<file path="config.mk">
export PLATFORM = sky130hd
export DESIGN_NAME = fetch_npc_flat
export DESIGN_NICKNAME = d
export VERILOG_FILES = /design/src/rtl/fetch_npc_if.sv /design/src/rtl/fetch_npc.sv /design/src/flat_wrapper.sv
export SDC_FILE = /design/constraint.sdc
export NUM_CORES = 1
export LEC_CHECK = 0
export BUFFER_PORTS_ARGS = -buffer_cell sky130_fd_sc_hd__buf_2
export CORE_UTILIZATION = 48
export CTS_CLUSTER_DIAMETER = 60
export DETAILED_ROUTE_END_ITERATION = 10
export PLACE_DENSITY_LB_ADDON = 0.1
export SYNTH_ARGS = -nofsm -noshare
export SYNTH_HDL_FRONTEND = slang
export SYNTH_SLANG_ARGS = --single-unit
</file>
<file path="constraint.sdc">
create_clock -name clk -period 2.05 [get_ports clk]
set_clock_uncertainty 0.15 [all_clocks]
set_input_delay 0.41 -clock clk [delete_from_list [all_inputs] [get_ports clk]]
set_output_delay 0.41 -clock clk [all_outputs]
set_load 0.02 [all_outputs]
</file>
<file path="src/rtl/fetch_npc_if.sv">
// Fetch-stage bundle: instruction-memory handshake, redirect and return-stack
// hookups, and the fetched-word hand-off to decode.
interface fetch_npc_if #(
  parameter int PC_WIDTH = 32
);
  logic                imem_req;
  logic [PC_WIDTH-1:0] imem_addr;
  logic                imem_gnt;
  logic                imem_rvalid;
  logic [31:0]         imem_rdata;
  logic                ex_redirect;
  logic [PC_WIDTH-1:0] ex_target;
  logic [PC_WIDTH-1:0] pcplus4;
  logic                i_jal;
  logic                i_jr;
  logic [PC_WIDTH-1:0] ret_addr;
  logic                if_valid;
  logic [31:0]         if_instr;
  logic [PC_WIDTH-1:0] if_pc;
  logic                if_pred;
  logic                id_ready;

  // Fetch unit side
  modport master (
    output imem_req, imem_addr, pcplus4, i_jal, i_jr,
           if_valid, if_instr, if_pc, if_pred,
    input  imem_gnt, imem_rvalid, imem_rdata, ex_redirect, ex_target,
           ret_addr, id_ready
  );

  // Memory / execute / return-stack / decode side
  modport slave (
    input  imem_req, imem_addr, pcplus4, i_jal, i_jr,
           if_valid, if_instr, if_pc, if_pred,
    output imem_gnt, imem_rvalid, imem_rdata, ex_redirect, ex_target,
           ret_addr, id_ready
  );
endinterface

</file>
<file path="src/rtl/fetch_npc.sv">
// Fetch next-PC unit: issues one instruction fetch at a time, predecodes
// JAL / RET on the returned word to steer the next PC, drives return-stack
// push/pop strobes, and buffers one word in a skid register when decode stalls.
module fetch_npc #(
  parameter int                  PC_WIDTH = 32,
  parameter logic [PC_WIDTH-1:0] RESET_PC = PC_WIDTH'(32'h0000_0000)
) (
  input logic       clk,
  input logic       rst_b,
  fetch_npc_if.master bus
);

  typedef enum logic [1:0] {IDLE, REQ, WAIT, HOLD} fetchState_t;

  fetchState_t         r_state;
  fetchState_t         w_nextState;
  logic                r_drop;
  logic                w_nextDrop;
  logic [PC_WIDTH-1:0] r_pc;
  logic                r_ifValid;
  logic [31:0]         r_ifInstr;
  logic [PC_WIDTH-1:0] r_ifPc;
  logic                r_ifPred;
  logic [31:0]         r_skidInstr;
  logic [PC_WIDTH-1:0] r_skidPc;
  logic                r_skidPred;

  logic                w_accept;
  logic                w_isJal;
  logic                w_isRet;
  logic                w_canLoad;
  logic [PC_WIDTH-1:0] w_pcPlus4;
  logic [PC_WIDTH-1:0] w_jalTarget;
  logic [PC_WIDTH-1:0] w_nextPc;

  // Predecode of the response word and next-PC selection
  always_comb begin
    w_pcPlus4   = r_pc + PC_WIDTH'(4);
    w_isJal     = (bus.imem_rdata[31:26] == 6'b000011);
    w_isRet     = (bus.imem_rdata[31:26] == 6'b000000) &&
                  (bus.imem_rdata[5:0]   == 6'b001000) &&
                  (bus.imem_rdata[25:21] == 5'd31);
    w_jalTarget = {w_pcPlus4[PC_WIDTH-1:28], bus.imem_rdata[25:0], 2'b00};
    w_accept    = (r_state == WAIT) && bus.imem_rvalid && !r_drop &&
                  !bus.ex_redirect;
    w_canLoad   = !r_ifValid || bus.id_ready;
    if (w_isJal) begin
      w_nextPc = w_jalTarget;
    end else if (w_isRet) begin
      w_nextPc = bus.ret_addr;
    end else begin
      w_nextPc = w_pcPlus4;
    end
  end

  // State and drop-flag register
  always_ff @(posedge clk or negedge rst_b) begin
    if (!rst_b) begin
      r_state <= IDLE;
      r_drop  <= 1'b0;
    end else begin
      r_state <= w_nextState;
      r_drop  <= w_nextDrop;
    end
  end

  // Next-state logic; a redirect always wins and decides whether the
  // in-flight response must be thrown away
  always_comb begin
    w_nextState = r_state;
    w_nextDrop  = r_drop;
    case (r_state)
      IDLE: begin
        w_nextState = REQ;
      end
      REQ: begin
        if (bus.ex_redirect && bus.imem_gnt) begin
          w_nextState = WAIT;
          w_nextDrop  = 1'b1;
        end else if (bus.ex_redirect) begin
          w_nextState = REQ;
        end else if (bus.imem_gnt) begin
          w_nextState = WAIT;
        end
      end
      WAIT: begin
        if (bus.ex_redirect) begin
          if (bus.imem_rvalid) begin
            w_nextState = REQ;
            w_nextDrop  = 1'b0;
          end else begin
            w_nextState = WAIT;
            w_nextDrop  = 1'b1;
          end
        end else if (bus.imem_rvalid) begin
          if (r_drop) begin
            w_nextState = REQ;
            w_nextDrop  = 1'b0;
          end else if (w_canLoad) begin
            w_nextState = REQ;
          end else begin
            w_nextState = HOLD;
          end
        end
      end
      HOLD: begin
        if (bus.ex_redirect || bus.id_ready) begin
          w_nextState = REQ;
        end
      end
      default: begin
        w_nextState = IDLE;
        w_nextDrop  = 1'b0;
      end
    endcase
  end

  // Output logic: request strobe, fetch address and return-stack strobes
  always_comb begin
    bus.imem_req  = (r_state == REQ);
    bus.imem_addr = r_pc;
    bus.pcplus4   = w_pcPlus4;
    bus.i_jal     = w_accept && w_isJal;
    bus.i_jr      = w_accept && w_isRet && !w_isJal;
  end

  // PC, decode-facing word and skid buffer
  always_ff @(posedge clk or negedge rst_b) begin
    if (!rst_b) begin
      r_pc        <= RESET_PC;
      r_ifValid   <= 1'b0;
      r_ifInstr   <= '0;
      r_ifPc      <= '0;
      r_ifPred    <= 1'b0;
      r_skidInstr <= '0;
      r_skidPc    <= '0;
      r_skidPred  <= 1'b0;
    end else if (bus.ex_redirect) begin
      r_pc        <= bus.ex_target;
      r_ifValid   <= 1'b0;
      r_skidInstr <= '0;
      r_skidPc    <= '0;
      r_skidPred  <= 1'b0;
    end else if (w_accept && w_canLoad) begin
      r_pc      <= w_nextPc;
      r_ifValid <= 1'b1;
      r_ifInstr <= bus.imem_rdata;
      r_ifPc    <= r_pc;
      r_ifPred  <= w_isJal || w_isRet;
    end else if (w_accept) begin
      r_pc        <= w_nextPc;
      r_skidInstr <= bus.imem_rdata;
      r_skidPc    <= r_pc;
      r_skidPred  <= w_isJal || w_isRet;
    end else if ((r_state == HOLD) && bus.id_ready) begin
      r_ifValid <= 1'b1;
      r_ifInstr <= r_skidInstr;
      r_ifPc    <= r_skidPc;
      r_ifPred  <= r_skidPred;
    end else if (bus.id_ready) begin
      r_ifValid <= 1'b0;
    end
  end

  assign bus.if_valid = r_ifValid;
  assign bus.if_instr = r_ifInstr;
  assign bus.if_pc    = r_ifPc;
  assign bus.if_pred  = r_ifPred;

endmodule

</file>
<file path="src/flat_wrapper.sv">
// flat-port wrapper written by rule: the top's interface ports become plain ports
module fetch_npc_flat 
#(
  parameter int                  PC_WIDTH = 32,
  parameter logic [PC_WIDTH-1:0] RESET_PC = PC_WIDTH'(32'h0000_0000)
)
  (clk, rst_b, bus_imem_req, bus_imem_addr, bus_pcplus4, bus_i_jal, bus_i_jr, bus_if_valid, bus_if_instr, bus_if_pc, bus_if_pred, bus_imem_gnt, bus_imem_rvalid, bus_imem_rdata, bus_ex_redirect, bus_ex_target, bus_ret_addr, bus_id_ready);
  fetch_npc_if #(.PC_WIDTH(PC_WIDTH)) bus_i ();
  input logic clk;
  input logic rst_b;
  output wire logic [$bits(bus_i.imem_req)-1:0] bus_imem_req;
  output wire logic [$bits(bus_i.imem_addr)-1:0] bus_imem_addr;
  output wire logic [$bits(bus_i.pcplus4)-1:0] bus_pcplus4;
  output wire logic [$bits(bus_i.i_jal)-1:0] bus_i_jal;
  output wire logic [$bits(bus_i.i_jr)-1:0] bus_i_jr;
  output wire logic [$bits(bus_i.if_valid)-1:0] bus_if_valid;
  output wire logic [$bits(bus_i.if_instr)-1:0] bus_if_instr;
  output wire logic [$bits(bus_i.if_pc)-1:0] bus_if_pc;
  output wire logic [$bits(bus_i.if_pred)-1:0] bus_if_pred;
  input wire logic [$bits(bus_i.imem_gnt)-1:0] bus_imem_gnt;
  input wire logic [$bits(bus_i.imem_rvalid)-1:0] bus_imem_rvalid;
  input wire logic [$bits(bus_i.imem_rdata)-1:0] bus_imem_rdata;
  input wire logic [$bits(bus_i.ex_redirect)-1:0] bus_ex_redirect;
  input wire logic [$bits(bus_i.ex_target)-1:0] bus_ex_target;
  input wire logic [$bits(bus_i.ret_addr)-1:0] bus_ret_addr;
  input wire logic [$bits(bus_i.id_ready)-1:0] bus_id_ready;
  assign bus_imem_req = bus_i.imem_req;
  assign bus_imem_addr = bus_i.imem_addr;
  assign bus_pcplus4 = bus_i.pcplus4;
  assign bus_i_jal = bus_i.i_jal;
  assign bus_i_jr = bus_i.i_jr;
  assign bus_if_valid = bus_i.if_valid;
  assign bus_if_instr = bus_i.if_instr;
  assign bus_if_pc = bus_i.if_pc;
  assign bus_if_pred = bus_i.if_pred;
  assign bus_i.imem_gnt = bus_imem_gnt;
  assign bus_i.imem_rvalid = bus_imem_rvalid;
  assign bus_i.imem_rdata = bus_imem_rdata;
  assign bus_i.ex_redirect = bus_ex_redirect;
  assign bus_i.ex_target = bus_ex_target;
  assign bus_i.ret_addr = bus_ret_addr;
  assign bus_i.id_ready = bus_id_ready;
  fetch_npc #(.PC_WIDTH(PC_WIDTH), .RESET_PC(RESET_PC)) u_core (.clk(clk), .rst_b(rst_b), .bus(bus_i));
endmodule
</file>
==> results of run 1 <==
[flip-flops by register name, summed over array words and instances, names as in the netlist]
name and flops:
u_core.r_skidInstr 32, u_core.r_state 2, u_core.bus.if_instr 32, u_core.r_skidPred 1, u_core.bus.if_pc 32, u_core.bus.if_pred 1, u_core.bus.if_valid 1, u_core.bus.imem_addr 32
u_core.r_drop 1, u_core.r_skidPc 32
[what timing repair did]
action,4_1_cts,5_1_grt
hold buffers,1,0
hold endpoints to repair,29,0
setup endpoints to repair,105,164
buffers inserted,21,24
gates cloned,1,34
resized for setup,103,201
pin swaps,39,110
[worst paths after layout]
| path | startpoint | to | slack, ps |
|---|---|---|---|
| worst min register to register | u_core.bus.if_pc[10] | u_core.bus.if_pc[10] | 330 |
| worst max-delay path | u_core.bus.imem_addr[3] | bus_pcplus4[30] | -690 |
| worst max register to register | u_core.r_state[0] | u_core.bus.if_pred | -210 |
| min in group asynchronous | rst_b | u_core.bus.if_instr[14] | 280 |
| max in group asynchronous | rst_b | u_core.bus.imem_addr[19] | 870 |
| worst min-delay path | bus_ex_target[30] | u_core.bus.imem_addr[30] | 80 |
[kinds of logic after synthesis]
kind of cell             after synthesis
multiplexers                          60
AND/OR/NAND/NOR                      216
AO/OA/AOI/OAI                        273
buffers and inverters                 86
adder cells (fa/ha/maj)                4
flip-flops                           166
XOR/XNOR                              24
[metal layers]
metal  vias to the layer above  GRT usage (%)  wire length, um
met4                         2          11.86             1450
met2                       626          51.21            16370
li1                       3859              -                -
met5                         -              0               11
met3                       117          5.293             3269
met1                      4422          43.85            13810
[layout by cell type, fill, tap and decap left out, types with 4 or more instances in the layout]
| cell type | synthesis | layout |
|---|---|---|
| a21bo_2 | 5 | 5 |
| buf_6 | 3 | 51 |
| nand3_1 | 15 | 11 |
| xnor2_2 | 1 | 12 |
| nand2_2 | 0 | 18 |
| nor2_4 | 0 | 4 |
| clkbuf_16 | 0 | 39 |
| nand2_4 | 0 | 9 |
| buf_4 | 16 | 136 |
| and2_1 | 9 | 8 |
| o22ai_2 | 0 | 9 |
| buf_8 | 0 | 8 |
| buf_12 | 0 | 23 |
| buf_2 | 26 | 204 |
| or2_4 | 0 | 7 |
| o21ai_1 | 0 | 49 |
| a22oi_1 | 11 | 10 |
| dfrtp_2 | 0 | 19 |
| o22ai_1 | 15 | 6 |
| mux2i_1 | 58 | 55 |
| xor2_2 | 0 | 5 |
| nand2_1 | 106 | 77 |
| a22o_1 | 67 | 67 |
| nor2_1 | 23 | 19 |
| nor4_4 | 1 | 5 |
| inv_1 | 13 | 13 |
| a31oi_1 | 25 | 24 |
| o21ai_2 | 1 | 19 |
| a21oi_1 | 31 | 29 |
| xnor2_4 | 0 | 4 |
| a31o_2 | 7 | 7 |
| o21ai_0 | 86 | 18 |
| dfrtp_1 | 166 | 147 |
| nand4_1 | 15 | 15 |
| inv_6 | 0 | 6 |
[worst min-delay path, stage by stage]
cell and delay (ps):
buf_2 80, a22oi_1 80, o21ai_0 70
[per-stage QoR]
step / utilization [%] / power [mW] / worst slack [ps] / hold WS [ps] / instances
floorplan: - / 4.584 / -232.8 / -35.59 / 829
global placement: 64.01 / 5.451 / -236.0 / 172.6 / 1360
detailed placement: 64.01 / 5.466 / -239.0 / 173.7 / 1360
CTS: 71.36 / 9.110 / -627.5 / 71.95 / 1412
global route: 79.46 / 9.812 / -757.2 / 93.74 / 1464
finish: 79.46 / 9.576 / -687.2 / 83.98 / 1464
[layout make-up]
type,count,share of cell area [%]
clock buffer,18,3.206
clock inverter,14,1.361
inverter,13,0.3563
multi-input combinational,580,34.45
sequential,166,30.50
tap,225,2.055
timing repair buffer,448,28.07
[power by group through the flow]
stage	sequential (mW)	combinational (mW)	clock (mW)
after floorplan	3.69	0.895	0
after global placement	3.55	1.90	0
after detailed placement	3.56	1.91	0
after CTS	3.50	2.13	3.49
after global routing	3.52	2.68	3.61
final	3.51	2.56	3.50
==> qor.yml, run 1 <==
outcome:
  outcome: "finished, violations left"
  violations: "negative setup slack"
routing:
  vias: 9026
  drt_first_iter_violations: 955
  dr.pass1.iters: 6
  wl_per_cell_um: 23.84
  antenna_left: 0
  vias_per_cell: 6.165
  post-route-drc-count: 0
  wirelength_um: 34910
critical_path:
  crit_required_ps: 1490
  cp.buffers_inverters: 2
  crit_family: "simple AND/OR/NAND/NOR gates"
  r2r_cells: 10
  cp.arrival_ps: 2180
  worst-path-max-fanout: 4
  slowest_delay_ps: 410
  crit_path_end_kind: "output port"
  path_cells: "ha_4 -> nand4_1 -> nor4_2 -> buf_4 -> a31oi_1 -> or2_4 -> buf_2"
  path_class: "register to output port"
  crit_cells: 7
  crit_path_start_kind: "register"
  slowest_stage: "dfrtp_2"
yosys:
  yosysMostFrequentCell: "dfrtp_1"
  synth_top_area_share_pct: 49.24
  ys_types: 65
  ys.flop_type: "dfrtp_1"
  synth_simple_gate_area_share_pct: 13.11
  yosys.area_share.adder_pct: 0.5932
  ys_warn_count: 0
  syn_nets: 935
  synth.area.top_cells: "dfrtp_1 (49%), a22o_1 (7.0%), mux2i_1 (6.9%)"
  async_flop_share_pct: 100.0
  synth-seq-cells: 166
  muxShareOfSynthArea_pct: 7.193
  synth.largest_area_cell: "dfrtp_1"
  yosysSeqAreaShare_pct: 49.24
  netlist_instances: 829
  synthTopCellsByCount: "dfrtp_1 (166), nand2_1 (106), o21ai_0 (86), a22o_1 (67), mux2i_1 (58)"
  synth_xor_area_share_pct: 2.580
  syn-mean-instance-area_um2: 10.18
  synth_top_family_by_area: "compound AO/OA/AOI/OAI gates"
  synth_edf_count: 0
  synth_compound_area_share_pct: 21.96
  syn_area_um2: 8437
pwr:
  power_frac_clock_pct: 36.6
  swShare_pct: 31.56
  ir_worst_vdd_v: 0.0006402
  internal_power_mw: 6.554
  p_leak_nw: 6.685
  p_seq_share_pct: 36.6
  switching_power_mw: 3.022
  power_density_nw_per_um2: 699.1
  power_frac_comb_pct: 26.8
final_layout:
  final_nets: 1332
  antennaDiodeCount: 0
  final_area_um2: 13700
  multi_input_area_um2: 4718
  fillers: 1054
  syn2layout_area_growth_pct: 62.35
  drive_gt1_share_pct: 52.78
  area.sequential_um2: 4178
clock_network:
  insertion_delay_ps: 440
  cts_sinks: 166
  htreeDepth: 4
  cts_tree: "built"
  numCtsBuffers: 17
  cts_buffer_depth: 2
  path_clk_slew_ps: 70
  cts_root_buffer: "clkbuf_16"
run:
  cap_violations: 0
grt:
  grt.total_usage_pct: 31.99
  grt_overflow: 0
  grt_pass1_vias: 7880
  grt_max_degree: 46
  antenna_found_initial: 1
  grt_pass1_wl_um: 43970
timing:
  fin_ws_ps: -687.2
  rsz0062_at_grt: "yes"
  max_freq_ghz: 0.3653
  fin_crit_ps: 2737
  finalCritPeriodShare_pct: 133.5
  report.final.slew_viol_count: 0
  setup_viol: 183
  worstMarginPinSlew_ps: 483.2
  fin_setup_tns_ps: -25520
  hold_viol: 0
  slew_headroom_pct: 67.79
floorplanning:
  start_util_pct: 48.95
  fp.dieW_um: 134.6
  boundaryPins: 235
  rows: 48
  die-area_um2: 18110
  fp.coreArea_um2: 17240
  die_y_um: 134.6
worst_hold_path:
  min_path_type: "primary input to register"
  min_path_cells: 3
placed_design:
  postPlaceCellArea_um2: 11030
  gp_congestion: 0.8884
  dp_hpwl_um: 20270
  portBuffers: 234
Power figures use the tool's default switching activity.
==> run 2: changes to the inputs <==
--- a/config.mk
+++ b/config.mk
@@ -6,10 +6,11 @@
 export NUM_CORES = 1
 export LEC_CHECK = 0
 export BUFFER_PORTS_ARGS = -buffer_cell sky130_fd_sc_hd__buf_2
-export CORE_UTILIZATION = 48
+export CORE_UTILIZATION = 35
 export CTS_CLUSTER_DIAMETER = 60
 export DETAILED_ROUTE_END_ITERATION = 10
 export PLACE_DENSITY_LB_ADDON = 0.1
+export REMOVE_ABC_BUFFERS = 1
 export SYNTH_ARGS = -nofsm -noshare
 export SYNTH_HDL_FRONTEND = slang
 export SYNTH_SLANG_ARGS = --single-unit
==> qor.yml, run 2 (same netlist as run 1, synthesis figures left out) <==
floorplanning:
  die-area_um2: 24730  # was 18110 um^2
  die_y_um: 157.3  # was 134.6 um
  boundaryPins: 235  # unchanged
  rows: 56  # was 48
  start_util_pct: 35.84  # was 48.95%
  fp.dieW_um: 157.3  # was 134.6 um
  fp.coreArea_um2: 23540  # was 17240 um^2
critical_path:
  crit_family: "simple AND/OR/NAND/NOR gates"  # unchanged
  crit_required_ps: 1490  # about the same
  cp.arrival_ps: 2220  # was 2180 ps
  path_cells: "ha_2 -> and4_1 -> nand4_1 -> nor3_2 -> xor2_1 -> buf_4"  # was ha_4 -> nand4_1 -> nor4_2 -> buf_4 -> a31oi_1 -> or2_4 -> buf_2
  cp.buffers_inverters: 1  # was 2
  crit_path_end_kind: "output port"  # unchanged
  slowest_delay_ps: 390  # was 410 ps
  worst-path-max-fanout: 4  # unchanged
  crit_path_start_kind: "register"  # unchanged
  slowest_stage: "dfrtp_1"  # was dfrtp_2
  path_class: "register to output port"  # unchanged
worst_hold_path:
  min_path_type: "primary input to register"  # unchanged
placed_design:
  gp_congestion: 0.8026  # was 0.8884
  dp_hpwl_um: 21240  # was 20270 um
  portBuffers: 234  # unchanged
routing:
  dr.pass1.iters: 5  # was 6
  vias: 8596  # was 9026
  post-route-drc-count: 0  # unchanged
  wirelength_um: 35850  # was 34910 um
  drt_first_iter_violations: 636  # was 955
  wl_per_cell_um: 22.82  # was 23.84 um
  antenna_left: 0  # unchanged
  vias_per_cell: 5.472  # was 6.165
timing:
  fin_setup_tns_ps: -14810  # was -25520 ps
  setup_viol: 54  # was 183
  fin_crit_ps: 2783  # was 2737 ps
  fin_ws_ps: -733.0  # was -687.2 ps
  rsz0062_at_grt: "yes"  # unchanged
  finalCritPeriodShare_pct: 135.8  # was 133.5%
  slew_headroom_pct: 67.63  # was 67.79%
  hold_viol: 0  # unchanged
  worstMarginPinSlew_ps: 485.5  # was 483.2 ps
  holdWs_ps: 68.80  # was 83.98 ps
  report.final.slew_viol_count: 0  # unchanged
  max_freq_ghz: 0.3593  # was 0.3653 GHz
final_layout:
  fillers: 2028  # was 1054
  drive_gt1_share_pct: 57.57  # was 52.78%
  final_nets: 1342  # was 1332
  final_common_cell: "buf_2"  # unchanged
  layout_common_cells: "buf_2 (203), dfrtp_1 (165), buf_4 (156)"  # was buf_2 (204), dfrtp_1 (147), buf_4 (136)
  syn2layout_area_growth_pct: 68.86  # was 62.35%
grt:
  antenna_found_initial: 4  # was 1
  grt_overflow: 0  # unchanged
  grt_max_degree: 41  # was 46
  grt_pass1_wl_um: 49550  # was 43970 um
  grt_pass1_vias: 8149  # was 7880
  grt.total_usage_pct: 27.39  # was 31.99%
pwr:
  power_density_nw_per_um2: 660.3  # was 699.1 nW/um^2
  p_leak_nw: 6.824  # was 6.685 nW
  ir_worst_vdd_v: 0.0004235  # was 0.0006402 V
clock_network:
  cts_root_buffer: "clkbuf_16"  # unchanged
  numCtsBuffers: 17  # unchanged
  path_clk_slew_ps: 70  # about the same
  cts_buffer_depth: 2  # unchanged
  insertion_delay_ps: 430  # was 440 ps
  cts_tree: "built"  # unchanged
  htreeDepth: 4  # unchanged
  cts_sinks: 166  # unchanged
outcome:
  violations: "negative setup slack"  # unchanged
  outcome: "finished, violations left"  # unchanged
run:
  cap_violations: 0  # unchanged
[run 2: cell count changes in the layout (fill, tap and decap cells not counted), moves of 13 or more]
cell,before,now
buf_4,136,156
buf_16,2,19
clkbuf_16,39,26
dfrtp_2,19,1
o21ai_1,49,36
nand2_1,77,36
dfrtp_1,147,165
o21ai_2,19,36
nand2_2,18,40
nand2_4,9,28
[run 2: area by class of cell]
type / instances / area [um^2] / area share [%]
clock inverter: 14 / 136.4 / 0.9573
multi-input combinational: 578 / 5082 / 35.68
tap: 319 / 399.1 / 2.802
antenna: 3 / 7.507 / 0.05270
inverter: 13 / 48.80 / 0.3425
sequential: 166 / 4155 / 29.17
clock buffer: 18 / 439.2 / 3.083
timing repair buffer: 460 / 3978 / 27.92
[run 2: final timing paths]
kind / cells past startpoint / startpoint / slack, ps / end
max in group asynchronous: 3 / rst_b / 820 / u_core.bus.if_pc[26]
min: 3 / bus_ret_addr[1] / 70 / u_core.bus.imem_addr[1]
max: 6 / u_core.bus.imem_addr[3] / -730 / bus_pcplus4[28]
min reg2reg: 2 / u_core.bus.if_instr[29] / 340 / u_core.bus.if_instr[29]
max reg2reg: 11 / u_core.bus.imem_addr[12] / -200 / u_core.bus.imem_addr[19]
min in group asynchronous: 2 / rst_b / 300 / u_core.r_skidInstr[9]
[run 2: worst register-to-register path, stage by stage, from the launching register on]
cell,delay (ps)
dfrtp_1,420
buf_6,140
nand3_4,70
nor4_2,240
buf_4,210
buf_6,120
nand3_4,80
xnor2_4,160
buf_6,120
buf_4,120
buf_4,120
a31o_2,190
[run 2: power breakdown]
part / switching (mW) / total [mW] / internal (mW) / leakage (nW)
Sequential: 0.101 / 3.49 / 3.39 / 2.23
Combinational: 1.45 / 2.70 / 1.25 / 4.32
Clock: 1.57 / 3.22 / 1.65 / 0.280
[run 2: layer usage]
layer / vias to the layer above / wire length (um) / global-route usage [%]
met3: 44 / 2521 / 6.250
li1: 3877 / - / -
met4: 2 / 665 / 7.351
met2: 345 / 16540 / 42.23
met5: - / 19 / 0
met1: 4328 / 16110 / 38.45
[run 2: per-stage QoR]
stage | cells | instance area, um^2 | setup slack, ps | total power [mW] | util, %
after floorplan | 756 | 8036 | -1952 | 4.413 | -
after global placement | 1464 | 11030 | -280.3 | 5.449 | 46.84
after detailed placement | 1464 | 11030 | -326.2 | 5.450 | 46.84
after CTS | 1542 | 13190 | -734.0 | 9.193 | 56.04
after global routing | 1568 | 14240 | -864.4 | 9.758 | 60.48
final | 1571 | 14250 | -733.0 | 9.407 | 60.51
[run 2: what timing repair did]
item                       CTS  global route
setup endpoints to repair  165           194
buffers inserted            30            22
pin swaps                  136            86
gates resized for setup    282           169
hold buffers                 1             0
hold endpoints to repair    25             0
gates cloned                20            12
==> run 3: changes to the inputs <==
--- a/config.mk
+++ b/config.mk
@@ -6,11 +6,12 @@
 export NUM_CORES = 1
 export LEC_CHECK = 0
 export BUFFER_PORTS_ARGS = -buffer_cell sky130_fd_sc_hd__buf_2
+export CORE_MARGIN = 3
 export CORE_UTILIZATION = 35
 export CTS_CLUSTER_DIAMETER = 60
 export DETAILED_ROUTE_END_ITERATION = 10
-export PLACE_DENSITY_LB_ADDON = 0.1
 export REMOVE_ABC_BUFFERS = 1
+export SLEW_MARGIN = 20
 export SYNTH_ARGS = -nofsm -noshare
 export SYNTH_HDL_FRONTEND = slang
 export SYNTH_SLANG_ARGS = --single-unit
==> qor.yml, run 3 (same netlist as run 1, synthesis figures left out) <==
critical_path:
  crit_cells: 7  # was 6
  r2r_cells: 9  # was 11
  path_class: "register to output port"  # unchanged
  crit_path_start_kind: "register"  # unchanged
  crit_required_ps: 1490  # about the same
  crit_family: "simple AND/OR/NAND/NOR gates"  # unchanged
  cp.arrival_ps: 2240  # was 2220 ps
  slowest_stage: "dfrtp_1"  # unchanged
  r2r_end: "u_core.bus.if_pred"  # was u_core.bus.imem_addr[19]
  critical_path.endpoint: "bus_pcplus4[30]"  # was bus_pcplus4[28]
  crit_start: "u_core.bus.imem_addr[2]"  # was u_core.bus.imem_addr[3]
  cp.buffers_inverters: 2  # was 1
  worst-path-max-fanout: 4  # unchanged
  reg2reg_from: "u_core.r_state[1]"  # was u_core.bus.imem_addr[12]
  path_cells: "ha_4 -> nand4_1 -> nor4_2 -> buf_4 -> a31oi_2 -> or2_4 -> buf_6"  # was ha_2 -> and4_1 -> nand4_1 -> nor3_2 -> xor2_1 -> buf_4
  slowest_delay_ps: 420  # was 390 ps
  r2r_slack_ps: -230  # was -200 ps
  crit_path_end_kind: "output port"  # unchanged
routing:
  wl_met3_um: 2378  # was 2521 um
  post-route-drc-count: 0  # unchanged
  top_layer_used: "met5"  # unchanged
  met1_length_um: 16020  # was 16110 um
  wl_per_cell_um: 23.05  # was 22.82 um
  wl_met2_um: 17100  # was 16540 um
  dr.pass1.iters: 7  # was 5
  drt_first_iter_violations: 720  # was 636
  antenna_left: 0  # unchanged
  vias: 8713  # was 8596
  wirelength_um: 36330  # was 35850 um
  vias_per_cell: 5.529  # was 5.472
worst_hold_path:
  min_path_type: "primary input to register"  # unchanged
  hp-start: "bus_ret_addr[1]"  # unchanged
pwr:
  ir_worst_vdd_v: 0.0005244  # was 0.0004235 V
  p_leak_nw: 6.885  # was 6.824 nW
  power_density_nw_per_um2: 697.2  # was 660.3 nW/um^2
  finalPower_mw: 10.04  # was 9.407 mW
clock_network:
  cts_sinks: 166  # unchanged
  cts_root_buffer: "clkbuf_16"  # unchanged
  numCtsBuffers: 17  # unchanged
  cts_tree: "built"  # unchanged
  cts_buffer_depth: 2  # unchanged
  path_clk_slew_ps: 70  # about the same
  insertion_delay_ps: 440  # was 430 ps
  htreeDepth: 4  # unchanged
timing:
  fin_ws_ps: -747.7  # was -733.0 ps
  hold_viol: 0  # unchanged
  finalCritPeriodShare_pct: 136.5  # was 135.8%
  fin_setup_tns_ps: -28160  # was -14810 ps
  worstMarginPinSlew_ps: 385.9  # was 485.5 ps
  rsz0062_at_grt: "yes"  # unchanged
  fin_crit_ps: 2798  # was 2783 ps
  report.final.slew_viol_count: 0  # unchanged
  holdWs_ps: 70.57  # was 68.80 ps
  max_freq_ghz: 0.3574  # was 0.3593 GHz
  slew_headroom_pct: 74.16  # was 67.63%
  setup_viol: 164  # was 54
floorplanning:
  boundaryPins: 235  # unchanged
  fp.dieW_um: 161.3  # was 157.3 um
  die_y_um: 161.3  # was 157.3 um
  start_util_pct: 35.73  # was 35.84%
  fp.coreArea_um2: 23610  # was 23540 um^2
  rows: 56  # unchanged
  die-area_um2: 26000  # was 24730 um^2
grt:
  grt.total_usage_pct: 24.46  # was 27.39%
  grt_pass1_vias: 8273  # was 8149
  grt_pass1_wl_um: 48900  # was 49550 um
  grt_overflow: 0  # unchanged
  grt_max_degree: 49  # was 41
  antenna_found_initial: 5  # was 4
outcome:
  outcome: "finished, violations left"  # unchanged
  violations: "negative setup slack"  # unchanged
final_layout:
  layout_common_cells: "buf_2 (203), dfrtp_1 (165), buf_4 (152)"  # was buf_2 (203), dfrtp_1 (165), buf_4 (156)
  multi_input_area_um2: 5069  # was 5082 um^2
  final_area_um2: 14410  # was 14250 um^2
  final_nets: 1349  # was 1342
  area.sequential_um2: 4155  # unchanged
  fillers: 1905  # was 2028
  final_common_cell: "buf_2"  # unchanged
  syn2layout_area_growth_pct: 70.77  # was 68.86%
  fin_cells: 1576  # was 1571
  final_util_pct: 61.02  # was 60.51%
  drive_gt1_share_pct: 57.25  # was 57.57%
placed_design:
  placed_cells: 1460  # was 1464
  postPlaceCellArea_um2: 11010  # was 11030 um^2
  portBuffers: 234  # unchanged
  place_ws_ps: -328.2  # was -326.2 ps
  gp_congestion: 0.8356  # was 0.8026
  dp_hpwl_um: 22280  # was 21240 um
run:
  cap_violations: 0  # unchanged
## run 3: cell count changes in the layout (fill, tap and decap cells not counted), moves of 5 or more
cell,delta
a31oi_2,+5
buf_6,+5
nand2_4,-9
buf_16,-13
bufinv_16,+5
o22ai_4,+5
clkbuf_16,+12
nand2_1,+11
## run 3: final cells by class
class / count / area share (%)
multi-input combinational: 578 / 35.18
sequential: 166 / 28.84
timing repair buffer: 467 / 28.26
clock buffer: 17 / 2.953
tap: 319 / 2.770
clock inverter: 15 / 1.641
inverter: 13 / 0.3387
antenna: 1 / 0.01737
## run 3: what timing repair did
action / in CTS / in global routing
cloned: 5 / 27
setup endpoints to repair: 116 / 190
gates resized for setup: 159 / 272
pin swaps: 55 / 174
hold buffers: 1 / 0
setup buffers: 30 / 31
hold endpoints to repair: 29 / 0
## run 3: worst reg2reg max path: cells and delay by family (launching register included)
| family | cells | cell delay, ps |
|---|---|---|
| multiplexers | 1 | 310 |
| AND/OR/NAND/NOR | 2 | 400 |
| AO/OA/AOI/OAI | 1 | 190 |
| adder cells (fa/ha/maj) | 1 | 180 |
| flip-flops | 1 | 420 |
| buffers and inverters | 4 | 520 |
## run 3: layer usage
layer | vias up | global-route usage [%]
li1 | 3892 | -
met1 | 4374 | 34.32
met5 | - | 0
met2 | 375 | 38.13
met4 | 10 | 8.135
met3 | 62 | 4.873
## run 3: worst min-delay path by stage
stage,endpoint,depth (start not counted)
final,u_core.bus.imem_addr[1],3
after global routing,u_core.r_skidInstr[6],2
after CTS,u_core.r_skidInstr[13],2
after detailed placement,u_core.bus.if_instr[7],1
after global placement,u_core.bus.if_instr[7],1
after floorplan,u_core.bus.if_instr[0],0
## run 3: where the power goes
group | internal (mW) | total [mW] | switching (mW) | leakage [nW]
Sequential | 3.39 | 3.50 | 0.114 | 2.23
Combinational | 1.34 | 2.83 | 1.50 | 4.34
Clock | 2.20 | 3.71 | 1.51 | 0.319
Total | 6.92 | 10.0 | 3.12 | 6.88
